==> config.mk <==
export PLATFORM = sky130hd
export DESIGN_NAME = mark_counter_head_range
export DESIGN_NICKNAME = d
export VERILOG_FILES = /design/src/rtl/mark_counter_head_range_pkg.sv /design/src/rtl/mark_range_cursor.sv /design/src/rtl/mark_counter_head_range.sv
export SDC_FILE = /design/constraint.sdc
export NUM_CORES = 1
export LEC_CHECK = 0
export CORE_MARGIN = 10
export CORE_UTILIZATION = 41
export DETAILED_ROUTE_END_ITERATION = 10
export PLACE_DENSITY = 0.83
export SYNTH_ARGS = -nofsm -noshare
export SYNTH_HDL_FRONTEND = slang
export SYNTH_SLANG_ARGS = --single-unit
export TNS_END_PERCENT = 5
==> constraint.sdc <==
create_clock -name clock -period 1.86 [get_ports clock]
set_input_delay 0.186 -clock clock [delete_from_list [all_inputs] [get_ports clock]]
set_output_delay 0.186 -clock clock [all_outputs]
set_load 0.01 [all_outputs]
==> src/rtl/mark_counter_head_range_pkg.sv <==
// Shared definitions for the ranged head mark of the ruler search.
// Holds the FSM encoding, default widths and the minimum mark-1 position.
`ifndef MARK_HEAD_MIN_POS
`define MARK_HEAD_MIN_POS 1
`endif

package mark_counter_head_range_pkg;

  localparam int POS_W_DEF = 8;
  localparam int CNT_W_DEF = 16;
  localparam int MAX_LENGTH_DEF = 255;

  typedef enum logic [1:0] {
    ST_IDLE  = 2'd0,
    ST_ISSUE = 2'd1,
    ST_WAIT  = 2'd2,
    ST_DONE  = 2'd3
  } state_t;

endpackage

==> src/rtl/mark_range_cursor.sv <==
// Cursor for the mark-1 candidate: range latch, load, increment and compare.
// MARK_HEAD_SYMMETRY_EN clamps hi to (MAX_LENGTH-1)/2 at latch time.
import mark_counter_head_range_pkg::*;

module mark_range_cursor #(
  parameter int POS_W      = POS_W_DEF,
  parameter int MAX_LENGTH = MAX_LENGTH_DEF
) (
  input  logic             clock,
  input  logic             reset,
  input  logic             i_load,
  input  logic             i_inc,
  input  logic [POS_W-1:0] i_range_lo,
  input  logic [POS_W-1:0] i_range_hi,
  output logic [POS_W-1:0] o_cursor,
  output logic             o_at_hi,
  output logic             o_empty
);

`ifdef MARK_HEAD_SYMMETRY_EN
  localparam bit SYM_EN = 1'b1;
`else
  localparam bit SYM_EN = 1'b0;
`endif

  localparam logic [POS_W-1:0] MIN_POS =
    POS_W'(`MARK_HEAD_MIN_POS);
  localparam logic [POS_W-1:0] HALF =
    POS_W'((MAX_LENGTH - 1) / 2);

  logic [POS_W-1:0] r_cursor;
  logic [POS_W-1:0] r_hi;
  logic [POS_W-1:0] w_lo_eff;
  logic [POS_W-1:0] w_hi_eff;

  assign w_lo_eff = (i_range_lo < MIN_POS) ? MIN_POS
                                           : i_range_lo;
  assign w_hi_eff = (SYM_EN && (i_range_hi > HALF)) ? HALF
                                                     : i_range_hi;
  assign o_empty  = (w_lo_eff > w_hi_eff);

  always_ff @(posedge clock or negedge reset) begin
    if (!reset) begin
      r_cursor <= MIN_POS;
      r_hi     <= MIN_POS;
    end else if (i_load) begin
      r_hi <= w_hi_eff;
      // An empty range leaves the last offered candidate visible.
      if (!o_empty) begin
        r_cursor <= w_lo_eff;
      end
    end else if (i_inc) begin
      r_cursor <= r_cursor + 1'b1;
    end
  end

  assign o_cursor = r_cursor;
  assign o_at_hi  = (r_cursor == r_hi);

endmodule

==> src/rtl/mark_counter_head_range.sv <==
// Head mark (val = 0) sweeping mark-1 candidates over a preset range.
// Optional MARK_HEAD_SYMMETRY_EN prunes mirror-image rulers.
import mark_counter_head_range_pkg::*;

module mark_counter_head_range #(
  parameter int POS_W      = POS_W_DEF,
  parameter int CNT_W      = CNT_W_DEF,
  parameter int MAX_LENGTH = MAX_LENGTH_DEF
) (
  input  logic             clock,
  input  logic             reset,
  input  logic             start,
  input  logic             abort,
  input  logic [POS_W-1:0] range_lo,
  input  logic [POS_W-1:0] range_hi,
  input  logic             next_ack,
  input  logic             sub_done,
  output logic             ready,
  output logic             busy,
  output logic [POS_W-1:0] val,
  output logic [POS_W-1:0] nextStartValue,
  output logic             next_valid,
  output logic [CNT_W-1:0] issued_count
);

  state_t           r_state;
  state_t           w_next;
  logic [CNT_W-1:0] r_cnt;
  logic             w_load;
  logic             w_inc;
  logic             w_cnt_clr;
  logic             w_cnt_inc;
  logic             w_at_hi;
  logic             w_empty;
  logic [POS_W-1:0] w_cursor;

  mark_range_cursor #(
    .POS_W      (POS_W),
    .MAX_LENGTH (MAX_LENGTH)
  ) u_cursor (
    .clock      (clock),
    .reset      (reset),
    .i_load     (w_load),
    .i_inc      (w_inc),
    .i_range_lo (range_lo),
    .i_range_hi (range_hi),
    .o_cursor   (w_cursor),
    .o_at_hi    (w_at_hi),
    .o_empty    (w_empty)
  );

  always_ff @(posedge clock or negedge reset) begin
    if (!reset) begin
      r_state <= ST_IDLE;
    end else begin
      r_state <= w_next;
    end
  end

  always_comb begin
    w_next    = r_state;
    w_load    = 1'b0;
    w_inc     = 1'b0;
    w_cnt_clr = 1'b0;
    w_cnt_inc = 1'b0;
    if (abort) begin
      w_next = ST_IDLE;
    end else begin
      unique case (r_state)
        ST_IDLE, ST_DONE: begin
          if (start) begin
            w_load    = 1'b1;
            w_cnt_clr = 1'b1;
            w_next    = w_empty ? ST_DONE : ST_ISSUE;
          end
        end
        ST_ISSUE: begin
          if (next_ack) begin
            w_cnt_inc = 1'b1;
            w_next    = ST_WAIT;
          end
        end
        ST_WAIT: begin
          // Compare before increment so hi = all-ones never wraps.
          if (sub_done) begin
            if (w_at_hi) begin
              w_next = ST_DONE;
            end else begin
              w_inc  = 1'b1;
              w_next = ST_ISSUE;
            end
          end
        end
        default: w_next = ST_IDLE;
      endcase
    end
  end

  always_ff @(posedge clock or negedge reset) begin
    if (!reset) begin
      r_cnt <= '0;
    end else if (w_cnt_clr) begin
      r_cnt <= '0;
    end else if (w_cnt_inc && (r_cnt != '1)) begin
      r_cnt <= r_cnt + 1'b1;
    end
  end

  assign val            = '0;
  assign nextStartValue = w_cursor;
  assign next_valid     = (r_state == ST_ISSUE);
  assign busy           = (r_state == ST_ISSUE) ||
                          (r_state == ST_WAIT);
  assign ready          = (r_state == ST_DONE);
  assign issued_count   = r_cnt;

endmodule

Word-level counts from Yosys, hierarchy flattened
Cells that the tools add are included.

word-level totals
  bits in registers = 34
  bits in latches = 0
  memory bits (writable) = 0
  bits in read-only memories = 0
  output and inout port bits = 35
  memories kept = 0

cells by class
  $add $sub $neg = 2
  multiply operators = 0
  divide/modulo/power cells = 0
  order comparisons = 2
  equality and inequality tests = 9
  shift-type cells = 0
  multiplexer cells = 23
  bitwise operators = 0
  reduce and logical (&&, ||, !) cells = 8

operators by type and width
  operator                                             count
  two-way mux 16 bit                                   2
  two-way mux 8 bit                                    4
  adder 16 x 1 -> 16 bit, second input constant        1
  inequality test 16 bit, second input constant        1
  two-way mux 2 bit                                    6
  two-way mux 1 bit                                    10
  inequality test 3 bit, second input constant         3
  adder 8 x 1 -> 8 bit, second input constant          1
  equality test 8 bit                                  1
  greater-than comparator 8 bit                        1
  < comparator 8 x 1 -> 1 bit, second input constant   1
  case mux 2 bit (3 select lines)                      1
  equality test 2 bit, second input constant           2
  nonzero test 2 bit                                   2
  AND reduction 3 bit                                  1
  equality test 2 x 1 -> 1 bit, second input constant  1
  zero test 2 bit                                      1
  inequality test 2 bit, second input constant         1
  AND reduction 2 bit                                  1
  OR reduction 2 bit                                   1
  logical AND 1 bit                                    1
  logical OR 1 bit                                     1

Longest topological paths before layout
  word-level depth = 7
  gate-level depth with buffers = 10
  mapped depth without buffers = 9

Hierarchy
From an unflattened synthesis, not the netlist that was laid out.

second synthesis, totals
  cells, all modules = 252
  area total of the unflattened synthesis = 2334.7 um2

modules (own cells, without submodules)
  module                   instances  cells each  area an instance (um2)  sequential area each (um2)
  mark_counter_head_range  1          130         1191.1                  450.4
  mark_range_cursor        1          122         1143.6                  402.9

Least setup slack after synthesis
OpenSTA, ideal clock, no wires.

  path type = register to register
  start point = reg r_state[0]
  end point = reg u_cursor.r_cursor[7] (netlist: u_cursor.o_cursor[7])
  data arrival time = 1860 ps
  data required time = 1791 ps
  path slack = -69 ps
  cell stages (with the launch flop) = 9
  clock period less this slack = 1929 ps
  cells stage by stage = dfrtp_1 > inv_1 > ha_1 > nand3b_1 > nand4b_1 > a21oi_1 > nand3_1 > or4_1 > nand3_1

on the way
  longest elaborated chain between the ends = 6
  elaborated cells on any way between the ends = 12
  those cells by class = 3 x eq/ne; 5 x mux; 4 x reduce/logical

RTL lines
  item                                                                   line                           source
  start: declaration                                                     mark_counter_head_range.sv:26  state_t r_state;
  start signal: assignment                                               mark_counter_head_range.sv:56  r_state <= w_next;
  equality test 2 bit or zero test 2 bit (tied branches)                 mark_counter_head_range.sv:69  unique case (r_state)
  OR reduction 2 bit                                                     mark_counter_head_range.sv:69
  two-way mux 1 bit                                                      mark_counter_head_range.sv:69
  two-way mux 1 bit                                                      mark_counter_head_range.sv:66  if (abort) begin
  inequality test 2 bit (no line) or nonzero test 2 bit (tied branches)  n/a
  AND reduction 2 bit (no line)                                          n/a
  end signal: assignment                                                 mark_range_cursor.sv:50        r_cursor <= w_lo_eff;
  end signal: assignment                                                 mark_range_cursor.sv:53        r_cursor <= r_cursor + 1'b1;
  end: declaration                                                       mark_range_cursor.sv:31        logic [POS_W-1:0] r_cursor;

Parallel ways exist; a longest one is shown, timed or not.
A chain may end at the register's enable or synchronous reset.

Worst setup path after layout
  start point = in range_hi[4]
  end point = reg u_cursor.r_cursor[4] (netlist: u_cursor.o_cursor[4])

on the way
  longest elaborated chain between the ends = 3

RTL lines
  item                             line                           source
  start: declaration               mark_counter_head_range.sv:15  input logic [POS_W-1:0] range_hi,
  greater-than comparator 8 bit    mark_range_cursor.sv:40        assign o_empty = (w_lo_eff > w_hi_eff);
  inequality test 2 bit (no line)  n/a
  AND reduction 2 bit (no line)    n/a

Every way passes these cells.

==> impl_table.tex <==
\begin{tabular}{lr}
\hline
Metric & Value \\
\hline
\multicolumn{2}{l}{\textbf{Outcome}} \\
\quad Result of the run & finished with violations \\
\quad Violated checks & negative setup slack \\
\multicolumn{2}{l}{\textbf{Power}} \\
\quad Leakage & $\sim$1.6 nW \\
\quad Peak supply drop & roughly 0.71 mV \\
\quad PD cells & 1130 nW/um\^{}2 \\
\multicolumn{2}{l}{\textbf{Logic synthesis}} \\
\quad Mean instance size in the synthesized netlist & between 8 and 9 um\^{}2 \\
\quad Synthesized cell area & $\sim$2100 um\^{}2 \\
\quad Fraction of post-synthesis cell area in the top cell type by area & 37.7\% \\
\quad Number of different library cells in the post-synthesis netlist & 42 \\
\quad Synthesized instance count & approximately 240 \\
\quad Yosys warns & 0 \\
\quad Dominant cells by area after synthesis & sky130\_fd\_sc\_hd\_\_dfrtp\_1, sky130\_fd\_sc\_hd\_\_ha\_1, sky130\_fd\_sc\_hd\_\_xor2\_1 \\
\quad Post-synthesis sequential area ratio & between 40\% and 50\% \\
\quad Share of async-settable or async-resettable flops after synthesis & 100\% \\
\quad EDFF count, synth & 0 \\
\quad Flip-flop and latch count after synthesis & 34 \\
\quad Library cell with the largest summed area after synthesis & sky130\_fd\_sc\_hd\_\_dfrtp\_1 \\
\quad Flip-flop cell with the highest count after synthesis & sky130\_fd\_sc\_hd\_\_dfrtp\_1 \\
\multicolumn{2}{l}{\textbf{Critical path}} \\
\quad Worst-path fanout max & 7 \\
\quad Required time of the critical path & between 2 and 2.5 ns \\
\quad Setup CP Type & input port to flip-flop \\
\quad Worst EP arrival & between 2 and 2.5 ns \\
\quad Delay of the slowest cell on the worst path & between 0.4 and 0.5 ns \\
\quad Kind of end point of the critical path & flip-flop \\
\quad Cell Chain, Critical Path & clkdlybuf4s50\_1 -> inv\_1 -> ha\_1 -> nand4\_1 -> buf\_4 -> o21ai\_4 -> and3\_4 -> nor3\_4 -> a211oi\_2 \\
\quad Worst path slowest cell & sky130\_fd\_sc\_hd\_\_clkdlybuf4s50\_1 \\
\quad Startpoint class of the critical path & input port \\
\multicolumn{2}{l}{\textbf{Die}} \\
\quad Total die area & 8450 um\^{}2 \\
\quad Effective utilization at floorplan & around two fifths \\
\quad Die Y-Extent & just over 90 um \\
\quad Width of the die & 91.9 um \\
\quad Core Area & roughly 5000 um\^{}2 \\
\quad \# rows & 26 \\
\quad I/O pin count & 57 \\
\multicolumn{2}{l}{\textbf{Worst hold path}} \\
\quad HP Class & input port to flip-flop \\
\multicolumn{2}{l}{\textbf{Timing}} \\
\quad Clock period minus final worst setup slack & approximately 1.9 ns \\
\quad Worst Clk Skew & 0.00320 ns \\
\quad Unrepaired setup endpoints after global routing & true \\
\quad Worst-case hold slack & 0.250 ns \\
\quad Worst slew margin & approximately two thirds \\
\quad Final-layout setup total negative slack & -0.169 ns \\
\quad Max-slew violation total from the final report & 0 \\
\quad Max Clk Rate & between 0.5 and 0.6 GHz \\
\quad Final-report setup violation count & 5 \\
\quad Worst-margin pin slew & 0.521 ns \\
\quad Hold Violations, Final & 0 \\
\quad Share of the clock period used by the worst path & 103\% \\
\quad Least setup slack across all paths after layout & -0.0505 ns \\
\multicolumn{2}{l}{\textbf{Drt}} \\
\quad Count of antenna-violating nets left after detailed routing & 0 \\
\quad DR WL/cell & $\sim$17 um \\
\quad Average via count per standard cell & $\sim$5.3 \\
\quad Number of DRC violations after detailed-routing iteration 0 & 110 \\
\quad First-pass iteration count of the detailed router & 4 \\
\quad DRC violations left & 0 \\
\quad Wire length reported by the detailed router & around 7300 um \\
\quad Vias & 2,235 \\
\multicolumn{2}{l}{\textbf{Clocking}} \\
\quad Clk slew on worst S/H paths & around 0.06 ns \\
\quad Clock Tree Buf Depth & 2 \\
\quad Hold-fix buffers at CTS & 0 \\
\quad Clk sink count & 34 \\
\quad H-tree levels & 2 \\
\quad Clock latency of the later-clocked register in the worst-skew pair & roughly 0.29 ns \\
\quad CTS Buf Count & 5 \\
\quad Cell at the root of the clock tree & sky130\_fd\_sc\_hd\_\_clkbuf\_8 \\
\quad TritonCTS clock tree & done \\
\multicolumn{2}{l}{\textbf{Finish}} \\
\quad Most common cell after layout, fill and taps aside & sky130\_fd\_sc\_hd\_\_buf\_4 \\
\quad ANT cells & 0 \\
\quad Commonest non-fill, non-tap cells in the layout & sky130\_fd\_sc\_hd\_\_buf\_4, sky130\_fd\_sc\_hd\_\_clkdlybuf4s50\_1, sky130\_fd\_sc\_hd\_\_dfrtp\_1 \\
\quad Share of post-route cells with drive strength above 1 & roughly two fifths \\
\quad NumNets Final & 383 \\
\quad Count of non-filler cells in the finished layout & 419 \\
\quad Signed area change from the synthesized netlist to the final layout & 64.4\% \\
\quad Fillcell total & roughly 400 \\
\multicolumn{2}{l}{\textbf{Place}} \\
\quad Routability congestion estimate from global placement & 0.904 \\
\quad Placed insts & between 300 and 400 \\
\quad Port buffer count & 48 \\
\quad DP HPWL & between 4000 and 5000 um \\
\multicolumn{2}{l}{\textbf{Global route}} \\
\quad GR Overflow Total & 0 \\
\quad Number of antenna violations at the first check in global routing & 0 \\
\quad Global-route wire length before repair & approximately 11,000 um \\
\quad Overall global routing resource usage & between 10\% and 20\% \\
\quad Vias in the first global route & between 2,000 and 2,500 \\
\quad Largest net degree at the start of global routing & 35 \\
\multicolumn{2}{l}{\textbf{Run}} \\
\quad Number of maximum-capacitance constraint violations & 0 \\
\hline
\end{tabular}
worst max-delay path, delay by kind of cell:
| kind | cells | cell delay, ns |
|---|---|---|
| AOI/OAI and AO/OA | 2 | 0.39 |
| adders and majority gates | 1 | 0.31 |
| buffers and inverters | 3 | 0.70 |
| and+or+nand+nor | 3 | 0.52 |
report_power, final:
part	switching, W	total, W	internal (W)
clock	0.000269	0.000670	0.000401
combinational	0.00105	0.00211	0.00106
sequential	0.000185	0.00115	0.000967
logic make-up after synthesis:
logic type / Yosys count / synth area share [%]
adder cells (fa/ha/maj): 13 / 7.67
flip-flops: 34 / 40.2
buffers and inverters: 35 / 8.25
XOR/XNOR: 20 / 8.25
AND/OR/NAND/NOR: 96 / 23.8
multiplexers: 2 / 0.943
other: 1 / 0.177
AO/OA/AOI/OAI: 37 / 10.7
registers in the layout (all words and copies together), names as in the netlist:
name	flops
u_cursor.o_cursor	8
r_state	2
u_cursor.r_hi	8
issued_count	16
cell type report:
type	count	area, um^2	area share, %
clock buffers	7	76.3	2.19
inverters	13	48.8	1.40
repair buffers	118	1010	28.9
well taps	70	87.6	2.51
clock inverters	1	30.0	0.861
multi-input cells	176	1390	39.7
flip-flops and latches	34	855	24.5
synth_stat cells (3+ instances only):
cell type / number
sky130_fd_sc_hd__buf_4: 9
sky130_fd_sc_hd__and4_1: 3
sky130_fd_sc_hd__nor4_1: 3
sky130_fd_sc_hd__nor3_1: 8
sky130_fd_sc_hd__dfrtp_1: 32
sky130_fd_sc_hd__o21ai_0: 12
sky130_fd_sc_hd__xnor2_1: 3
sky130_fd_sc_hd__nand3_1: 10
sky130_fd_sc_hd__nand2_1: 20
sky130_fd_sc_hd__clkbuf_1: 10
sky130_fd_sc_hd__nand4_1: 8
sky130_fd_sc_hd__xor2_1: 17
sky130_fd_sc_hd__a211oi_1: 3
sky130_fd_sc_hd__and2_1: 3
sky130_fd_sc_hd__ha_1: 13
sky130_fd_sc_hd__o211ai_1: 3
sky130_fd_sc_hd__a21oi_1: 9
sky130_fd_sc_hd__inv_1: 13
sky130_fd_sc_hd__nor2_1: 23
per-stage QoR:
| stage | util, % | setup slack [ns] | area, um^2 | total power (W) |
|---|---|---|---|---|
| finish | 68.8 | -0.0505 | 3490 | 0.00393 |
| global route | 68.8 | -0.126 | 3490 | 0.00418 |
| CTS | 64.4 | -0.0378 | 3270 | 0.00366 |
| detailed placement | 59.6 | -0.619 | 3020 | 0.00288 |
| global placement | 59.6 | -0.469 | 3020 | 0.00280 |
| floorplan | - | -0.00665 | 2160 | 0.00198 |
layer usage:
metal | global-route usage (%) | part of all wire [%] | up-vias
li1 | - | - | 1027
met2 | 27.2 | 51 | 96
met5 | 0 | 0 | -
met1 | 16.8 | 38 | 1082
met4 | 8.74 | 4.9 | 0
met3 | 6.03 | 5.8 | 30
what timing repair did:
| action | 4_1_cts | 5_1_grt |
|---|---|---|
| endpoints found under the hold margin | 0 | 0 |
| resized for setup | 26 | 45 |
| pin swaps | 11 | 29 |
| endpoints found under the setup margin | 10 | 22 |
| cloned | 0 | 0 |
| setup buffers | 11 | 4 |
worst paths after layout:
path                       slack (ns)  depth (start not counted)             start                   end
setup / recovery                -0.05                          9       range_hi[4]  u_cursor.o_cursor[4]
hold / removal                   0.25                          3       range_hi[7]      u_cursor.r_hi[7]
setup reg to reg                -0.02                          7        r_state[1]  u_cursor.o_cursor[7]
hold reg to reg                  0.47                          2  u_cursor.r_hi[0]      u_cursor.r_hi[0]
max in group asynchronous        1.21                          2             reset  u_cursor.o_cursor[0]
min in group asynchronous        0.31                          2             reset       issued_count[6]
No activity file was read; power rests on OpenSTA's default activity.
